File: src/rtl/vram_arbiter.sv
// ---------------------------------------------------------------------------
// vram_arbiter
//
// Shares one single-ported VRAM between video scan-out and a CPU draw engine.
// Video always owns the port when it asks for it. The CPU gets read, write
// and XOR (read-modify-write with a collision flag) operations. An optional
// full-screen clear walks every address and writes zero.
//
// Build option:
//   VRAM_CLEAR_EN - when defined, the clear engine (CLR state plus a 13-bit
//                   address counter) is built. When undefined, clr_req is
//                   ignored and clr_busy is tied low.
//
// Ports:
//   clk, reset              - clock and asynchronous active-high reset
//   vid_req                 - video wants a read this cycle
//   vid_hpos, vid_vpos      - video read coordinate
//   vid_pixel               - pixel for the previous cycle's video read, else 0
//   cpu_req                 - draw request, held until cpu_ack
//   cpu_op                  - 00 read, 01 write, 10 XOR, 11 read
//   cpu_hpos, cpu_vpos      - draw coordinate
//   cpu_wdata               - draw data
//   cpu_ack                 - one-cycle completion pulse
//   cpu_rdata               - old pixel value seen by read / XOR
//   cpu_collision           - XOR hit a set bit of the old pixel
//   clr_req, clr_busy       - clear start pulse and clear-in-progress flag
//   mem_hpos, mem_vpos      - VRAM address
//   mem_we, mem_wdata       - VRAM write strobe and data
//   mem_rdata               - VRAM read data, one cycle after the address
// ---------------------------------------------------------------------------
module vram_arbiter (
    input  logic       clk,
    input  logic       reset,
    input  logic       vid_req,
    input  logic [6:0] vid_hpos,
    input  logic [5:0] vid_vpos,
    output logic [1:0] vid_pixel,
    input  logic       cpu_req,
    input  logic [1:0] cpu_op,
    input  logic [6:0] cpu_hpos,
    input  logic [5:0] cpu_vpos,
    input  logic [1:0] cpu_wdata,
    output logic       cpu_ack,
    output logic [1:0] cpu_rdata,
    output logic       cpu_collision,
    input  logic       clr_req,
    output logic       clr_busy,
    output logic [6:0] mem_hpos,
    output logic [5:0] mem_vpos,
    output logic       mem_we,
    output logic [1:0] mem_wdata,
    input  logic [1:0] mem_rdata
);

    localparam logic [1:0] OP_WRITE = 2'b01;
    localparam logic [1:0] OP_XOR   = 2'b10;

    typedef enum logic [2:0] {
        IDLE,
        RD,
        CAP,
        WR,
        ACK,
        CLR
    } state_t;

    state_t     state;
    state_t     state_next;

    logic [1:0] op_q;
    logic [6:0] hpos_q;
    logic [5:0] vpos_q;
    logic [1:0] wdata_q;
    logic       vid_q;
    logic       clear_start;
    logic       cpu_accept;

`ifdef VRAM_CLEAR_EN
    logic [12:0] clr_addr;

    // A clear can only start from IDLE, so a request arriving while busy
    // or mid-operation simply falls on the floor.
    assign clear_start = clr_req;
    assign clr_busy    = (state == CLR);

    // Linear clear address; it wraps back to 0 after the last pixel, which
    // leaves it ready for the next clear without an explicit reload.
    always_ff @(posedge clk or posedge reset) begin
        if (reset) begin
            clr_addr <= 13'd0;
        end else if (state == CLR && !vid_req) begin
            clr_addr <= clr_addr + 13'd1;
        end
    end
`else
    // Clear engine absent: the request input is kept on the port but is
    // masked off so it can never start anything.
    assign clear_start = clr_req & 1'b0;
    assign clr_busy    = 1'b0;
`endif

    // Clear beats a simultaneous CPU request; the CPU keeps its request
    // high and is picked up when the FSM returns to IDLE.
    assign cpu_accept = (state == IDLE) && !clear_start && cpu_req;

    // State register plus the CPU operand latches and result registers.
    always_ff @(posedge clk or posedge reset) begin
        if (reset) begin
            state         <= IDLE;
            op_q          <= 2'b00;
            hpos_q        <= 7'd0;
            vpos_q        <= 6'd0;
            wdata_q       <= 2'b00;
            vid_q         <= 1'b0;
            cpu_rdata     <= 2'b00;
            cpu_collision <= 1'b0;
        end else begin
            state <= state_next;
            vid_q <= vid_req;
            if (cpu_accept) begin
                op_q          <= cpu_op;
                hpos_q        <= cpu_hpos;
                vpos_q        <= cpu_vpos;
                wdata_q       <= cpu_wdata;
                cpu_collision <= 1'b0;
            end
            // The read issued in the last RD cycle lands here; for XOR the
            // write data is rebuilt in place so WR can reuse the same path.
            if (state == CAP) begin
                cpu_rdata <= mem_rdata;
                if (op_q == OP_XOR) begin
                    wdata_q       <= mem_rdata ^ wdata_q;
                    cpu_collision <= |(mem_rdata & wdata_q);
                end
            end
        end
    end

    // Next-state logic. RD and WR hold while video owns the port so the
    // access is retried on the first free cycle.
    always_comb begin
        state_next = state;
        case (state)
            IDLE: begin
                if (clear_start) begin
                    state_next = CLR;
                end else if (cpu_req) begin
                    state_next = (cpu_op == OP_WRITE) ? WR : RD;
                end
            end
            RD: begin
                if (!vid_req) begin
                    state_next = CAP;
                end
            end
            CAP: begin
                state_next = (op_q == OP_XOR) ? WR : ACK;
            end
            WR: begin
                if (!vid_req) begin
                    state_next = ACK;
                end
            end
            ACK: begin
                state_next = IDLE;
            end
`ifdef VRAM_CLEAR_EN
            CLR: begin
                if (!vid_req && clr_addr == 13'h1fff) begin
                    state_next = IDLE;
                end
            end
`endif
            default: begin
                state_next = IDLE;
            end
        endcase
    end

    // Memory port mux. Video overrides everything, which is what makes the
    // RD/WR stall states safe: the FSM never sees its access go through
    // while vid_req is high.
    always_comb begin
        mem_hpos  = hpos_q;
        mem_vpos  = vpos_q;
        mem_we    = 1'b0;
        mem_wdata = wdata_q;
        if (vid_req) begin
            mem_hpos = vid_hpos;
            mem_vpos = vid_vpos;
        end else begin
            case (state)
                WR: begin
                    mem_we = 1'b1;
                end
`ifdef VRAM_CLEAR_EN
                CLR: begin
                    {mem_vpos, mem_hpos} = clr_addr;
                    mem_we               = 1'b1;
                    mem_wdata            = 2'b00;
                end
`endif
                default: begin
                    mem_we = 1'b0;
                end
            endcase
        end
    end

    assign cpu_ack   = (state == ACK);
    assign vid_pixel = vid_q ? mem_rdata : 2'b00;

endmodule

File: config.mk
export PLATFORM = sky130hd
export DESIGN_NAME = vram_arbiter
export DESIGN_NICKNAME = d
export VERILOG_FILES = /design/src/rtl/vram_arbiter.sv
export SDC_FILE = /design/constraint.sdc
export NUM_CORES = 1
export LEC_CHECK = 0
export ABC_AREA = 1
export CAP_MARGIN = 10
export CORE_ASPECT_RATIO = 1.75
export CORE_MARGIN = 5
export CORE_UTILIZATION = 27
export CTS_BUF_LIST = sky130_fd_sc_hd__clkbuf_4 sky130_fd_sc_hd__clkbuf_8
export DETAILED_ROUTE_END_ITERATION = 10
export PLACE_DENSITY = 0.54
export SLEW_MARGIN = 30
export SYNTH_ARGS = -nofsm -noshare
export SYNTH_HDL_FRONTEND = slang
export SYNTH_SLANG_ARGS = --single-unit
File: constraint.sdc
create_clock -name clk -period 1.4 [get_ports clk]
set_input_delay 0.14 -clock clk [delete_from_list [all_inputs] [get_ports clk]]
set_output_delay 0.14 -clock clk [all_outputs]
set_load 0.05 [all_outputs]
==> impl_metrics.json, run 1 <==
{
  "synth_compound_area_share_pct": 14.9,
  "finClkSkew_ns": 0.00235,
  "avgRoutedWirePerCell_um": 12.3,
  "setup_viol": 0,
  "report.final.slew_viol_count": 0,
  "synthAdderAreaFrac_pct": 1.83,
  "rows": 34,
  "dpl_cell_area_sq_um": 2330,
  "slowest_delay_ns": 0.44,
  "endpoint_kind": "output pin",
  "layout_common_cells": "clkdlybuf4s50_1, nand2_1, inv_1",
  "clkTransAtPathRegs_ns": 0.08,
  "cts_tree": "done",
  "cp_max_fo": 6,
  "grt_start_max_net_pins": 25,
  "crit_chain": "inv_1, nor4_4, buf_12",
  "drt-pass1-iter-count": 4,
  "cpMaxStageDelayCell": "dfrtp_2",
  "track_usage_pct": 11.3,
  "fin_crit_sh_pct": 99.9,
  "antenna_found_initial": 0,
  "h-tree-depth": 1,
  "cp_data_required_time_ns": 1.26,
  "finalNonFillerCells": 292,
  "synth_cell_types": 23,
  "clk_latency_ns": 0.26,
  "cts_buffer_depth": 2,
  "yosys.area_share.simple_pct": 26.7,
  "port_buffers": 57,
  "crit_buf_inv": 2,
  "drive_above_1_share_pct": 36.1,
  "ys_ff_latch": 24,
  "yosys-mux-area-fraction_pct": 0,
  "peakVddDrop_mv": 1.23,
  "max_freq_mhz": 715,
  "fp.dieH_um": 104,
  "status": "finished, final reports clean",
  "hold_slack_ns": 0.219,
  "first_global_vias": 1354,
  "powerDensity_nw_per_um2": 1910,
  "core-area_sq_um": 4930,
  "crit_type": "reg2out",
  "cts_hold_buf": 0,
  "die_x_um": 63.8,
  "gp_congestion": 0.792,
  "cpLargestDelayFamily": "flip-flops",
  "post_synth.cell_area_avg_sq_um": 8.33,
  "critPathLaunchType": "flip-flop",
  "cts_num_sinks": 24,
  "root_buffer": "clkbuf_8",
  "ant_nets": 0,
  "final_area_sq_um": 2410,
  "p_leak_uw": 0.00115,
  "maxCapViolCount": 0,
  "placedCellCount": 287,
  "die_area_sq_um": 6640,
  "netlist_instances": 164,
  "fillers": 462,
  "synthXorXnorAreaFrac_pct": 0,
  "ios": 60,
  "cts_buffers": 3,
  "layout_commonest_cell": "clkdlybuf4s50_1",
  "grt_overflow": 0,
  "hpwlAfterDp_um": 2780,
  "vias": 1323,
  "hold_viol_final": 0,
  "yosysSeqAreaShare_pct": 44.0,
  "routed_wl_um": 3600,
  "grt_first_pass_wirelength_um": 6140,
  "detail_route.vias_per_cell": 4.53,
  "syn_nets": 203,
  "fin_crit_ns": 1.40,
  "yosys_warnings": 0,
  "n_antenna_cell": 0,
  "drc": 0,
  "drtIter0Drc": 24,
  "area_growth_pct": 76.6,
  "syn_area_sq_um": 1370,
  "rsz0062_at_grt": "true",
  "hp-class": "in2async",
  "r2r_slack_ns": 0.08,
  "worst-endpoint-arrival_ns": 1.26,
  "initial_core_util_pct": 27.7,
  "synth_top_family_by_area": "simple AND/OR/NAND/NOR gates",
  "nNetsFinal": 279
}
synth_stat cells:
library cell / number / area share (%)
inv_2: 1 / 0.27
dfrtp_1: 24 / 44
nor2_1: 6 / 1.6
o21ai_0: 15 / 5.5
ha_1: 2 / 1.8
conb_1: 1 / 0.27
clkbuf_1: 1 / 0.27
inv_1: 28 / 7.7
nor2_4: 2 / 1.6
buf_4: 1 / 0.55
nor4_1: 1 / 0.46
nand4_1: 2 / 0.92
o21ai_1: 2 / 0.73
nor2_2: 14 / 6.4
nand3_4: 1 / 1.3
nand2_1: 31 / 8.5
buf_6: 2 / 1.6
a21oi_1: 1 / 0.37
nand3_1: 10 / 3.7
buf_2: 2 / 0.73
buf_8: 1 / 1.1
a21oi_2: 13 / 8.3
nand3_2: 3 / 2.2
tightest hold or removal path, cell delays in order:
cell and delay [ns]:
clkdlybuf4s50_1 0.39, inv_1 0.05, buf_4 0.30
power breakdown:
group / leakage (uW) / total [uW] / internal [uW] / switching, uW
sequential: 0.000270 / 1230 / 1010 / 216
clock: 0.0000216 / 404 / 192 / 212
combinational: 0.000858 / 2960 / 1350 / 1620
path summary, 6_finish.rpt:
check,startpoint,endpoint,depth (start not counted)
max,state[0],mem_we,3
min,reset,hpos_q[4],3
max reg2reg,state[0],hpos_q[3],6
min reg2reg,hpos_q[0],hpos_q[0],2
max in group asynchronous,reset,state[1],3
min in group clk,vid_req,vid_q,2
cell families (layout without fill, tap and decap cells):
logic type                 after synthesis  in the layout
DFF                                     24             24
AOI/OAI and AO/OA                       31             31
other                                    1              1
adders and majority gates                2              2
buffers and inverters                   36            110
and+or+nand+nor                         70             70
timing repair:
action                                  4_1_cts  5_1_grt
setup buffers                                 2        0
endpoints found under the setup margin       15        3
resized for setup                             5        5
pin swaps                                     1        0
state kept, by name (all words and copies together) (netlist names):
name           flops
vpos_q             6
cpu_collision      1
mem_wdata          2
state              3
hpos_q             7
cpu_rdata          2
op_q               2
vid_q              1
per-stage QoR:
| stage | setup TNS, ns | util [%] | total power [uW] | setup WS [ns] |
|---|---|---|---|---|
| 2_1_floorplan | -3.36 | - | 2870 | -0.322 |
| 3_3_place_gp | -0.137 | 47.2 | 4100 | -0.0232 |
| 3_5_place_dp | -0.251 | 47.2 | 4140 | -0.0347 |
| 4_1_cts | -0.0466 | 48.7 | 4610 | -0.0466 |
| 5_1_grt | -0.0823 | 48.9 | 4940 | -0.0457 |
| 6_report | 0 | 48.9 | 4600 | 0.00192 |
cell type report:
cell class / instances / area, sq um / share of cell area, %
sequential: 24 / 604 / 25.1
inverter: 29 / 111 / 4.62
tap: 54 / 67.6 / 2.80
timing repair buffer: 78 / 967 / 40.1
multi-input combinational: 104 / 621 / 25.7
clock buffer: 3 / 41.3 / 1.71
layer usage:
metal  GRT usage [%]  wire length [um]  vias to the layer above  part of all wire (%)
met4            5.20                90                        0                   2.5
met3            2.70               213                        8                   5.9
li1                -                 -                      657                     -
met2            19.8              1890                       46                    52
met5               0                 0                        -                     0
met1            12.3              1410                      612                    39
No activity file was read; power rests on OpenSTA's default activity.
==> run 2, diff against run 1 <==
CAP_MARGIN = 20   (was 10)
==> results of run 2 <==
The final DEF is identical to that of run 1; final timing and power are the same.
